## src/rtl/mmu_arb_pkg.sv

```systemverilog
// Purpose: shared types and helpers for the mmu port arbiter.
// Latency: n/a (types, constants and a pure function only).
// Backpressure: n/a.
package mmu_arb_pkg;

  localparam logic MODE_READ  = 1'b0;
  localparam logic MODE_WRITE = 1'b1;

  // Requester index; wide enough for up to four requesters.
  typedef logic [1:0] idx_t;

  typedef enum logic {
    IDLE = 1'b0,
    HOLD = 1'b1
  } arb_state_t;

  // One entry per accepted beat, consumed in the following cycle.
  typedef struct packed {
    logic valid;
    idx_t owner;
    logic mode;
  } rsp_tag_t;

  // Next requester after i, wrapping at n.
  function automatic idx_t next_idx(input idx_t i, input int n);
    if (int'(i) >= n - 1) return '0;
    return i + 2'd1;
  endfunction

endpackage

```

## src/rtl/mmu_arbiter_rr_pick.sv

```systemverilog
// Purpose: combinational round-robin picker, priority starts at ptr_i and wraps.
// Latency: zero cycles (pure combinational).
// Backpressure: none; grant_o is all-zero when no valid_i bit is set.
module rr_pick
  import mmu_arb_pkg::*;
#(
  parameter int NUM_REQ = 2
) (
  input  logic [NUM_REQ-1:0] valid_i,
  input  idx_t               ptr_i,
  output logic [NUM_REQ-1:0] grant_o,
  output idx_t               idx_o,
  output logic               any_o
);

  // Scan offsets 0..NUM_REQ-1 from the pointer; the first valid requester wins.
  always_comb begin
    grant_o = '0;
    idx_o   = '0;
    any_o   = 1'b0;
    for (int k = 0; k < NUM_REQ; k++) begin
      for (int j = 0; j < NUM_REQ; j++) begin
        if (!any_o && valid_i[j] && (j == ((int'(ptr_i) + k) % NUM_REQ))) begin
          any_o      = 1'b1;
          grant_o[j] = 1'b1;
          idx_o      = idx_t'(j);
        end
      end
    end
  end

endmodule

```

## src/rtl/mmu_arbiter.sv

```systemverilog
// Purpose: shares one mmu port among NUM_REQ requesters, round-robin with bounded burst hold
//          (optional per-requester beat counters when MMU_ARB_STATS_EN is defined).
// Latency: request accepted in the cycle valid&ready; response strobe/read data one cycle later.
// Backpressure: req_ready is one-hot to the winner; losers hold their request stable until granted.
module mmu_arbiter
  import mmu_arb_pkg::*;
#(
  parameter int NUM_REQ   = 2,
  parameter int MAX_BURST = 4
) (
  input  logic                  clock,
  input  logic                  reset_n,
  input  logic [NUM_REQ-1:0]    req_valid,
  output logic [NUM_REQ-1:0]    req_ready,
  input  logic [NUM_REQ-1:0]    req_mode,
  input  logic [NUM_REQ*32-1:0] req_address,
  input  logic [NUM_REQ*32-1:0] req_data,
  output logic [NUM_REQ-1:0]    rsp_valid,
  output logic [31:0]           rsp_data,
  output logic [31:0]           mmu_address,
  output logic                  mmu_mode,
  output logic [31:0]           mmu_data_in,
  input  logic [31:0]           mmu_data_out
`ifdef MMU_ARB_STATS_EN
  ,
  input  logic                  stats_clear,
  output logic [NUM_REQ*16-1:0] grant_count
`endif
);

  arb_state_t state_q, state_d;
  idx_t       owner_q, owner_d;
  idx_t       ptr_q, ptr_d;
  logic [3:0] cnt_q, cnt_d;
  rsp_tag_t   tag_q, tag_d;
  logic [31:0] rsp_data_q;

  logic               owner_vld;
  logic               others_vld;
  logic               limit_hit;
  idx_t               eff_ptr;
  logic [NUM_REQ-1:0] pick_valid;
  logic [NUM_REQ-1:0] grant;
  idx_t               win_idx;
  logic               win_any;

  // Owner status and burst limit as seen this cycle.
  always_comb begin
    owner_vld  = 1'b0;
    others_vld = 1'b0;
    for (int j = 0; j < NUM_REQ; j++) begin
      if (idx_t'(j) == owner_q) owner_vld = req_valid[j];
      else if (req_valid[j])    others_vld = 1'b1;
    end
    limit_hit = (cnt_q >= 4'(MAX_BURST));
  end

  // The owner keeps priority unless it dropped valid or used up its burst while others wait.
  always_comb begin
    if (state_q == HOLD) begin
      if (owner_vld && !(limit_hit && others_vld)) eff_ptr = owner_q;
      else                                         eff_ptr = next_idx(owner_q, NUM_REQ);
    end else begin
      eff_ptr = ptr_q;
    end
  end

  // No grants while reset is asserted, so nothing can be accepted before release.
  assign pick_valid = reset_n ? req_valid : '0;

  rr_pick #(
    .NUM_REQ (NUM_REQ)
  ) u_pick (
    .valid_i (pick_valid),
    .ptr_i   (eff_ptr),
    .grant_o (grant),
    .idx_o   (win_idx),
    .any_o   (win_any)
  );

  assign req_ready = grant;

  // Steer the winner onto the mmu port; idle cycles issue a harmless read of address 0.
  always_comb begin
    mmu_mode    = MODE_READ;
    mmu_address = '0;
    mmu_data_in = '0;
    for (int j = 0; j < NUM_REQ; j++) begin
      if (grant[j]) begin
        mmu_mode    = req_mode[j];
        mmu_address = req_address[j*32 +: 32];
        mmu_data_in = req_data[j*32 +: 32];
      end
    end
  end

  // Grant FSM: pointer, owner and burst counter bookkeeping.
  always_comb begin
    state_d = state_q;
    owner_d = owner_q;
    ptr_d   = ptr_q;
    cnt_d   = cnt_q;
    if (win_any) begin
      state_d = HOLD;
      owner_d = win_idx;
      if (state_q == HOLD && win_idx == owner_q) begin
        cnt_d = limit_hit ? cnt_q : cnt_q + 4'd1;
      end else begin
        cnt_d = 4'd1;
        if (state_q == HOLD) ptr_d = next_idx(owner_q, NUM_REQ);
      end
    end else begin
      state_d = IDLE;
      cnt_d   = '0;
      if (state_q == HOLD) ptr_d = next_idx(owner_q, NUM_REQ);
    end
  end

  // Tag for the beat accepted this cycle; answered next cycle.
  always_comb begin
    tag_d.valid = win_any;
    tag_d.owner = win_idx;
    tag_d.mode  = mmu_mode;
  end

  // Response strobe to the beat's owner; read data passes straight through, writes hold it.
  always_comb begin
    rsp_valid = '0;
    for (int j = 0; j < NUM_REQ; j++) begin
      rsp_valid[j] = tag_q.valid && (tag_q.owner == idx_t'(j));
    end
    rsp_data = (tag_q.valid && tag_q.mode == MODE_READ) ? mmu_data_out : rsp_data_q;
  end

  // Arbiter and response state; reset drops any in-flight response.
  always_ff @(posedge clock or negedge reset_n) begin
    if (!reset_n) begin
      state_q    <= IDLE;
      owner_q    <= '0;
      ptr_q      <= '0;
      cnt_q      <= '0;
      tag_q      <= '0;
      rsp_data_q <= '0;
    end else begin
      state_q    <= state_d;
      owner_q    <= owner_d;
      ptr_q      <= ptr_d;
      cnt_q      <= cnt_d;
      tag_q      <= tag_d;
      rsp_data_q <= rsp_data;
    end
  end

`ifdef MMU_ARB_STATS_EN
  logic [NUM_REQ*16-1:0] stat_q;

  // Saturating accepted-beat counters; clear wins over a same-cycle increment.
  always_ff @(posedge clock or negedge reset_n) begin
    if (!reset_n) begin
      stat_q <= '0;
    end else begin
      for (int j = 0; j < NUM_REQ; j++) begin
        if (stats_clear) begin
          stat_q[j*16 +: 16] <= '0;
        end else if (grant[j] && stat_q[j*16 +: 16] != 16'hFFFF) begin
          stat_q[j*16 +: 16] <= stat_q[j*16 +: 16] + 16'd1;
        end
      end
    end
  end

  assign grant_count = stat_q;
`endif

endmodule

```

## config.mk

```make
export PLATFORM = sky130hd
export DESIGN_NAME = mmu_arbiter
export DESIGN_NICKNAME = d
export VERILOG_FILES = /design/src/rtl/mmu_arb_pkg.sv /design/src/rtl/mmu_arbiter_rr_pick.sv /design/src/rtl/mmu_arbiter.sv
export SDC_FILE = /design/constraint.sdc
export NUM_CORES = 1
export LEC_CHECK = 0
export ABC_CLOCK_PERIOD_IN_PS = 3700
export CORE_AREA = 2 2 102 104
export DETAILED_ROUTE_END_ITERATION = 8
export DIE_AREA = 0 0 104 106
export PLACE_DENSITY = 0.71
export SLEW_MARGIN = 20
export SYNTH_ARGS = -nofsm -noshare
export SYNTH_HDL_FRONTEND = slang
export SYNTH_HIERARCHICAL = 1
export SYNTH_SLANG_ARGS = --single-unit
```

## constraint.sdc

```tcl
create_clock -name clock -period 3.7 [get_ports clock]
set_input_delay 0.74 -clock clock [delete_from_list [all_inputs] [get_ports clock]]
set_output_delay 0.74 -clock clock [all_outputs]
set_load 0.05 [all_outputs]
```

Yosys cells after proc, flatten, opt, wreduce, memory -nomap -nowiden --
Index checks and enable logic that the tools add are counted. Widths: inputs -> output; s select.
Operators by class: add/sub/neg operators 3, magnitude comparators 2, equality and inequality tests 6, mux-type cells 45, bitwise logic cells 2, reduce and logical (&&, ||, !) cells 24
Operators by type and width (count):
- $mux 32 | 5
- $logic_not 32->1 | 2
- $mux 1 | 36
- $logic_and 1x1->1 | 13
- $mux 4 | 3
- $add 4x1->4 const B | 1
- $ge 4x3->1 const B | 1
- $logic_not 1->1 | 4
- $logic_not 2->1 | 2
- $reduce_bool 2->1 | 2
- $ne 3x3->1 const B | 1
- $reduce_and 3->1 | 1
- $add 1x1->1 const B | 2
- $eq 2x2->1 const A | 1
- $mux 2 | 1
- $ne 2x2->1 const B | 1
- $and 1x1->1 const A | 1
- $eq 1x1->1 | 1
- $eq 1x1->1 const A | 1
- $eq 1x1->1 const B | 1
- $ge 1x1->1 const B | 1
- $not 1->1 | 1
Word-level totals: bits in registers 42, input bits 166, output and inout port bits 101, word-level logic and storage cells 90

Logic depth before layout (Yosys ltp) --
Gate-level depths: netlist of the first run.
depth after elaboration 35, mapped depth 12, mapped depth without buffers 12

Hierarchy --
Netlist of the first run, hierarchy kept.
Modules (own cells, without submodules):
- mmu_arbiter | instances 1, cells an instance 213, area an instance 2479.9 µm², sequential area each 1101.1 µm²
- rr_pick | instances 1, cells an instance 7, area an instance 43.8 µm², sequential area each 0.0 µm²

Worst setup path after synthesis of the first run --
No wires, ideal clock.
path kind input port to output port, start input port req_valid[0], end output port mmu_address[28], data arrival time 3370 ps, data required time 2960 ps, setup slack -410 ps, cell stages on the path 10, buffers on the path 2, path through nor2b_2 -> o22ai_2 -> and4_1 -> a311o_1 -> inv_1 -> a21boi_1 -> buf_2 -> buf_2 -> nand2_1 -> o21ai_1
On the way: longest elaborated chain between the ends 25, elaborated cells on any way between the ends 35, classes of those cells 1 x add/sub; 1 x eq/ne; 17 x mux; 1 x bitwise; 15 x reduce/logical
RTL lines:
- from (decl) | line mmu_arbiter.sv:13 | input logic [NUM_REQ-1:0] req_valid,
- $mux 1 | line mmu_arbiter.sv:53 | else if (req_valid[j]) others_vld = 1'b1;
- $mux 1 | line mmu_arbiter.sv:52 | if (idx_t'(j) == owner_q) owner_vld = req_valid[j];
- $mux 1 | line mmu_arbiter.sv:53
- $mux 1 | line mmu_arbiter.sv:52
- $logic_and 1x1->1 | line mmu_arbiter.sv:61 | if (owner_vld && !(limit_hit && others_vld)) eff_ptr = owner_q;
- $logic_not 1->1 | line mmu_arbiter.sv:61
- $logic_and 1x1->1 * | line mmu_arbiter.sv:61
- $mux 1 * | line mmu_arbiter.sv:61
- [1 not listed]
- net eff_ptr[0] | line mmu_arbiter.sv:41 | idx_t eff_ptr;
- [7 not listed]
- $logic_not 1->1 | line mmu_arbiter_rr_pick.sv:23 | if (!any_o && valid_i[j] && (j == ((int'(ptr_i) + k) % NUM_REQ))) begin
- $logic_and 1x1->1 (2 in series) | line mmu_arbiter_rr_pick.sv:23
- $mux 1 | line mmu_arbiter_rr_pick.sv:23
- $logic_not 1->1 | line mmu_arbiter_rr_pick.sv:23
- $logic_and 1x1->1 (2 in series) | line mmu_arbiter_rr_pick.sv:23
- $mux 1 * | line mmu_arbiter_rr_pick.sv:23
- net req_ready[1] | line mmu_arbiter.sv:14 | output logic [NUM_REQ-1:0] req_ready,
- $mux 32 * | line mmu_arbiter.sv:89 | if (grant[j]) begin
- to (decl) | line mmu_arbiter.sv:20 | output logic [31:0] mmu_address,
The timed path passes the listed nets; every way through them passes the cells marked *.

Worst setup path in the final report of the first run --
start register owner_q[0], end output port mmu_address[14]
On the way: longest elaborated chain between the ends 25, elaborated cells on any way between the ends 41, classes of those cells 2 x add/sub; 1 x order compare; 2 x eq/ne; 19 x mux; 1 x bitwise; 16 x reduce/logical
RTL lines:
- from (decl) | line mmu_arbiter.sv:32 | idx_t owner_q, owner_d;
- from (signal assigned) | line mmu_arbiter.sv:146 | owner_q <= owner_d;
- $logic_not 2->1 | line mmu_arbiter.sv:52
- $mux 1 | line mmu_arbiter.sv:52
- $mux 1 | line mmu_arbiter.sv:53
- $mux 1 | line mmu_arbiter.sv:52
- $logic_and 1x1->1 | line mmu_arbiter.sv:61
- $logic_not 1->1 | line mmu_arbiter.sv:61
- $logic_and 1x1->1 | line mmu_arbiter.sv:61
- $mux 1 * | line mmu_arbiter.sv:61
- [1 not listed]
- net eff_ptr[0] | line mmu_arbiter.sv:41
- [6 not listed]
- $mux 1 | line mmu_arbiter_rr_pick.sv:23
- $logic_not 1->1 | line mmu_arbiter_rr_pick.sv:23
- $logic_and 1x1->1 (2 in series) | line mmu_arbiter_rr_pick.sv:23
- $mux 1 | line mmu_arbiter_rr_pick.sv:23
- $logic_not 1->1 | line mmu_arbiter_rr_pick.sv:23
- $logic_and 1x1->1 (2 in series) | line mmu_arbiter_rr_pick.sv:23
- $mux 1 | line mmu_arbiter_rr_pick.sv:23
- $mux 32 * | line mmu_arbiter.sv:89
The timed path passes the listed nets; every way through them passes the cells marked *. The select of a mux whose other input is x is not followed.

==> key figures, run 1 <==
Run status
  • Outcome: finished clean

Global route
  • Largest net degree at the start of global routing: 55
  • First-pass GRT wire length: ~19,000 um
  • GR Overflow Total: 0
  • Antenna violations before repair: 0
  • GR Util All Layers: 22.8%
  • Vias in the first global route: ~3,200

Place
  • Dpl cells: approximately 600
  • Port bufs: 266
  • Final GP Congestion: around 0.84
  • Hpwl dp: 10,000 um

Clock tree
  • Clock Pin Slew Worst Setup and Hold Paths: 0.07 ns
  • Root Driver: clkbuf_8
  • CTS tree: done
  • Clock buffer depth: 2
  • CTS Sinks: between 40 and 50
  • Htree depth: 2
  • Hold buffers post-CTS: 0
  • Skew-Pair Late Insertion Delay: 0.29 ns
  • CTS buffer count: 5

Timing
  • Final period utilization: a little over nine tenths
  • Hold Fails Final Rpt: 0
  • Least-Margin Pin Slew: 0.551 ns
  • Max Freq: 280 MHz
  • Setup Skew: ~0.0084 ns
  • Final setup viols: 0
  • Minimum clock period: around 3.6 ns
  • Post-route setup TNS: 0 ns
  • Slew margin rel.: 63.2%
  • Slew Limit Fails: 0
  • Worst hold margin: 0.491 ns

Die
  • Ports: about 270
  • Die height: 106 um
  • Initial Util: 24.6%
  • Core footprint: roughly 0.01 mm2
  • Die Footprint: 0.0110 mm2
  • Die Wd: roughly 100 um
  • Rows: 37

Power
  • Comb power frac: 63.0%
  • Seq pwr share: approximately a quarter
  • Int Pwr: around 1.4 mW
  • Peak supply drop: 0.178 mV
  • Net Switching: just over 0.9 mW
  • Leakage: 2.91 nW
  • Clock Power Share: around an eighth
  • Net Sw Frac: ~41%
  • Power per cell area: between 300 and 400 mW/mm2

Route
  • Total wire length: around 14,000 um
  • Initial DRC count: around 170
  • Wirelength per Cell: 21.7 um
  • Routed vias/inst: between 4 and 5
  • Via Count: 2,971
  • Post-route DRC violation count: 0
  • TritonRoute pass-1 iters: 4
  • DRT antenna net count: 0

Setup path
  • Worst path depth: 12
  • Max stage delay on crit path: ~0.42 ns
  • Buf+Inv Stages, Crit Path: 4
  • Critical Path RT: between 2 and 3 ns
  • Slack of the worst reg-to-reg path: 1.13 ns
  • CP Class: reg -> out
  • Crit path arrival time: ~2.8 ns
  • RR Startpoint: owner_q[0]
  • Critical Path End Type: output port
  • Critical path cell sequence: inv_1, ha_1, nor2b_4, o22ai_2, and4_1, a311o_1, a21boi_2, nor2b_4, buf_12, buf_16, a22o_1, buf_12
  • CP max-delay cell: dfrtp_1
  • Reg2reg end: ptr_q[0]
  • Worst r2r path cells: 12
  • Kind of cell adding the most delay to the critical path: compound AO/OA/AOI/OAI gates
  • CP Launch Type: register
  • Critical Path Fanout Max: 8

Layout
  • Nets: 653
  • Layout cells sized above 1: 34.2%
  • Most common cell after layout, fill and taps aside: clkdlybuf4s50_1
  • Multi-input gate area: between 0.0015 and 0.002 mm2
  • P&R area growth vs syn: 176%
  • # diodes: 0
  • Final Core Density: about 68%
  • Post-route insts no fill: 621
  • FF+latch area: roughly 0.0011 mm2
  • Filler cells: 735
  • Most frequent cells in the layout: clkdlybuf4s50_1 (196), buf_12 (69), a22o_4 (57)

Yosys
  • Syn nets: between 300 and 400
  • Mean Syn Cell Area: roughly 12 um2
  • Post-synthesis instance total: between 200 and 250
  • Synth Warn #: 6
  • Mapped Area: 0.00246 mm2

Flow run
  • Max cap viols: 0

Worst hold path
  • Hold Path End: rsp_data_q[12]
  • Hold_sp: rsp_data_q[12]
  • Worst hold stages: 1
  • Worst hold path type: reg -> reg
==> worst max-delay path by stage <==
stage | startpoint | endpoint | slack (ns)
2_1_floorplan | req_valid[1] | mmu_address[0] | -0.009
3_3_place_gp | req_valid[1] | mmu_data_in[8] | -0.16
3_5_place_dp | req_valid[0] | mmu_data_in[5] | -0.20
4_1_cts | req_valid[0] | mmu_address[24] | 0.007
5_1_grt | owner_q[0] | mmu_address[14] | -0.02
6_report | owner_q[0] | mmu_address[14] | 0.13
==> through the flow <==
stage	worst slack, ns	area, um2	power, mW
after floorplan	-0.00922	2470	1.23
after CTS	0.00681	6410	2.23
final	0.127	6780	2.28
after detailed placement	-0.199	5940	1.88
after global routing	-0.0205	6780	2.37
after global placement	-0.157	5940	1.86
==> area by class of cell <==
type	instances	area share (%)
well taps	136	2.51
inverters	5	0.277
flip-flops and latches	43	15.9
clock inverters	3	0.221
multi-input cells	144	26.3
clock buffers	5	1.01
repair buffers	285	53.8
==> registers in the layout (all words and copies together) (netlist names) <==
name,cells
ptr_q,1
rsp_data_q,32
tag_q,3
cnt_q,4
owner_q,2
state_q,1
==> metal layers <==
layer  share of wire, %  track usage [%]  vias up
li1                   -                -     1349
met1                 37             26.5     1449
met2                 52             41.2      157
met3                9.1             7.54       16
met4                1.8             4.15        0
met5                  0                0        -
==> timing repair <==
action                                  4_1_cts  5_1_grt
buffers inserted                              4        0
gates cloned                                  4        3
pin swaps                                     4        4
gates resized for setup                      37       36
endpoints found under the setup margin       63       65
==> power by group through the flow <==
| stage | Clock, mW | Sequential [mW] | Combinational (mW) |
|---|---|---|---|
| floorplan | 0 | 0.566 | 0.667 |
| finish | 0.279 | 0.565 | 1.44 |
| global route | 0.315 | 0.572 | 1.49 |
| global placement | 0 | 0.570 | 1.29 |
| detailed placement | 0 | 0.574 | 1.30 |
| CTS | 0.289 | 0.565 | 1.38 |
Note: power is estimated with default switching activity, not from simulation.
==> run 2: changes to the inputs <==
--- a/config.mk
+++ b/config.mk
@@ -5,7 +5,6 @@
 export SDC_FILE = /design/constraint.sdc
 export NUM_CORES = 1
 export LEC_CHECK = 0
-export ABC_CLOCK_PERIOD_IN_PS = 3700
 export CORE_AREA = 2 2 102 104
 export DETAILED_ROUTE_END_ITERATION = 8
 export DIE_AREA = 0 0 104 106
==> results of run 2 <==
The final DEF is identical to that of run 1; final timing and power are the same.
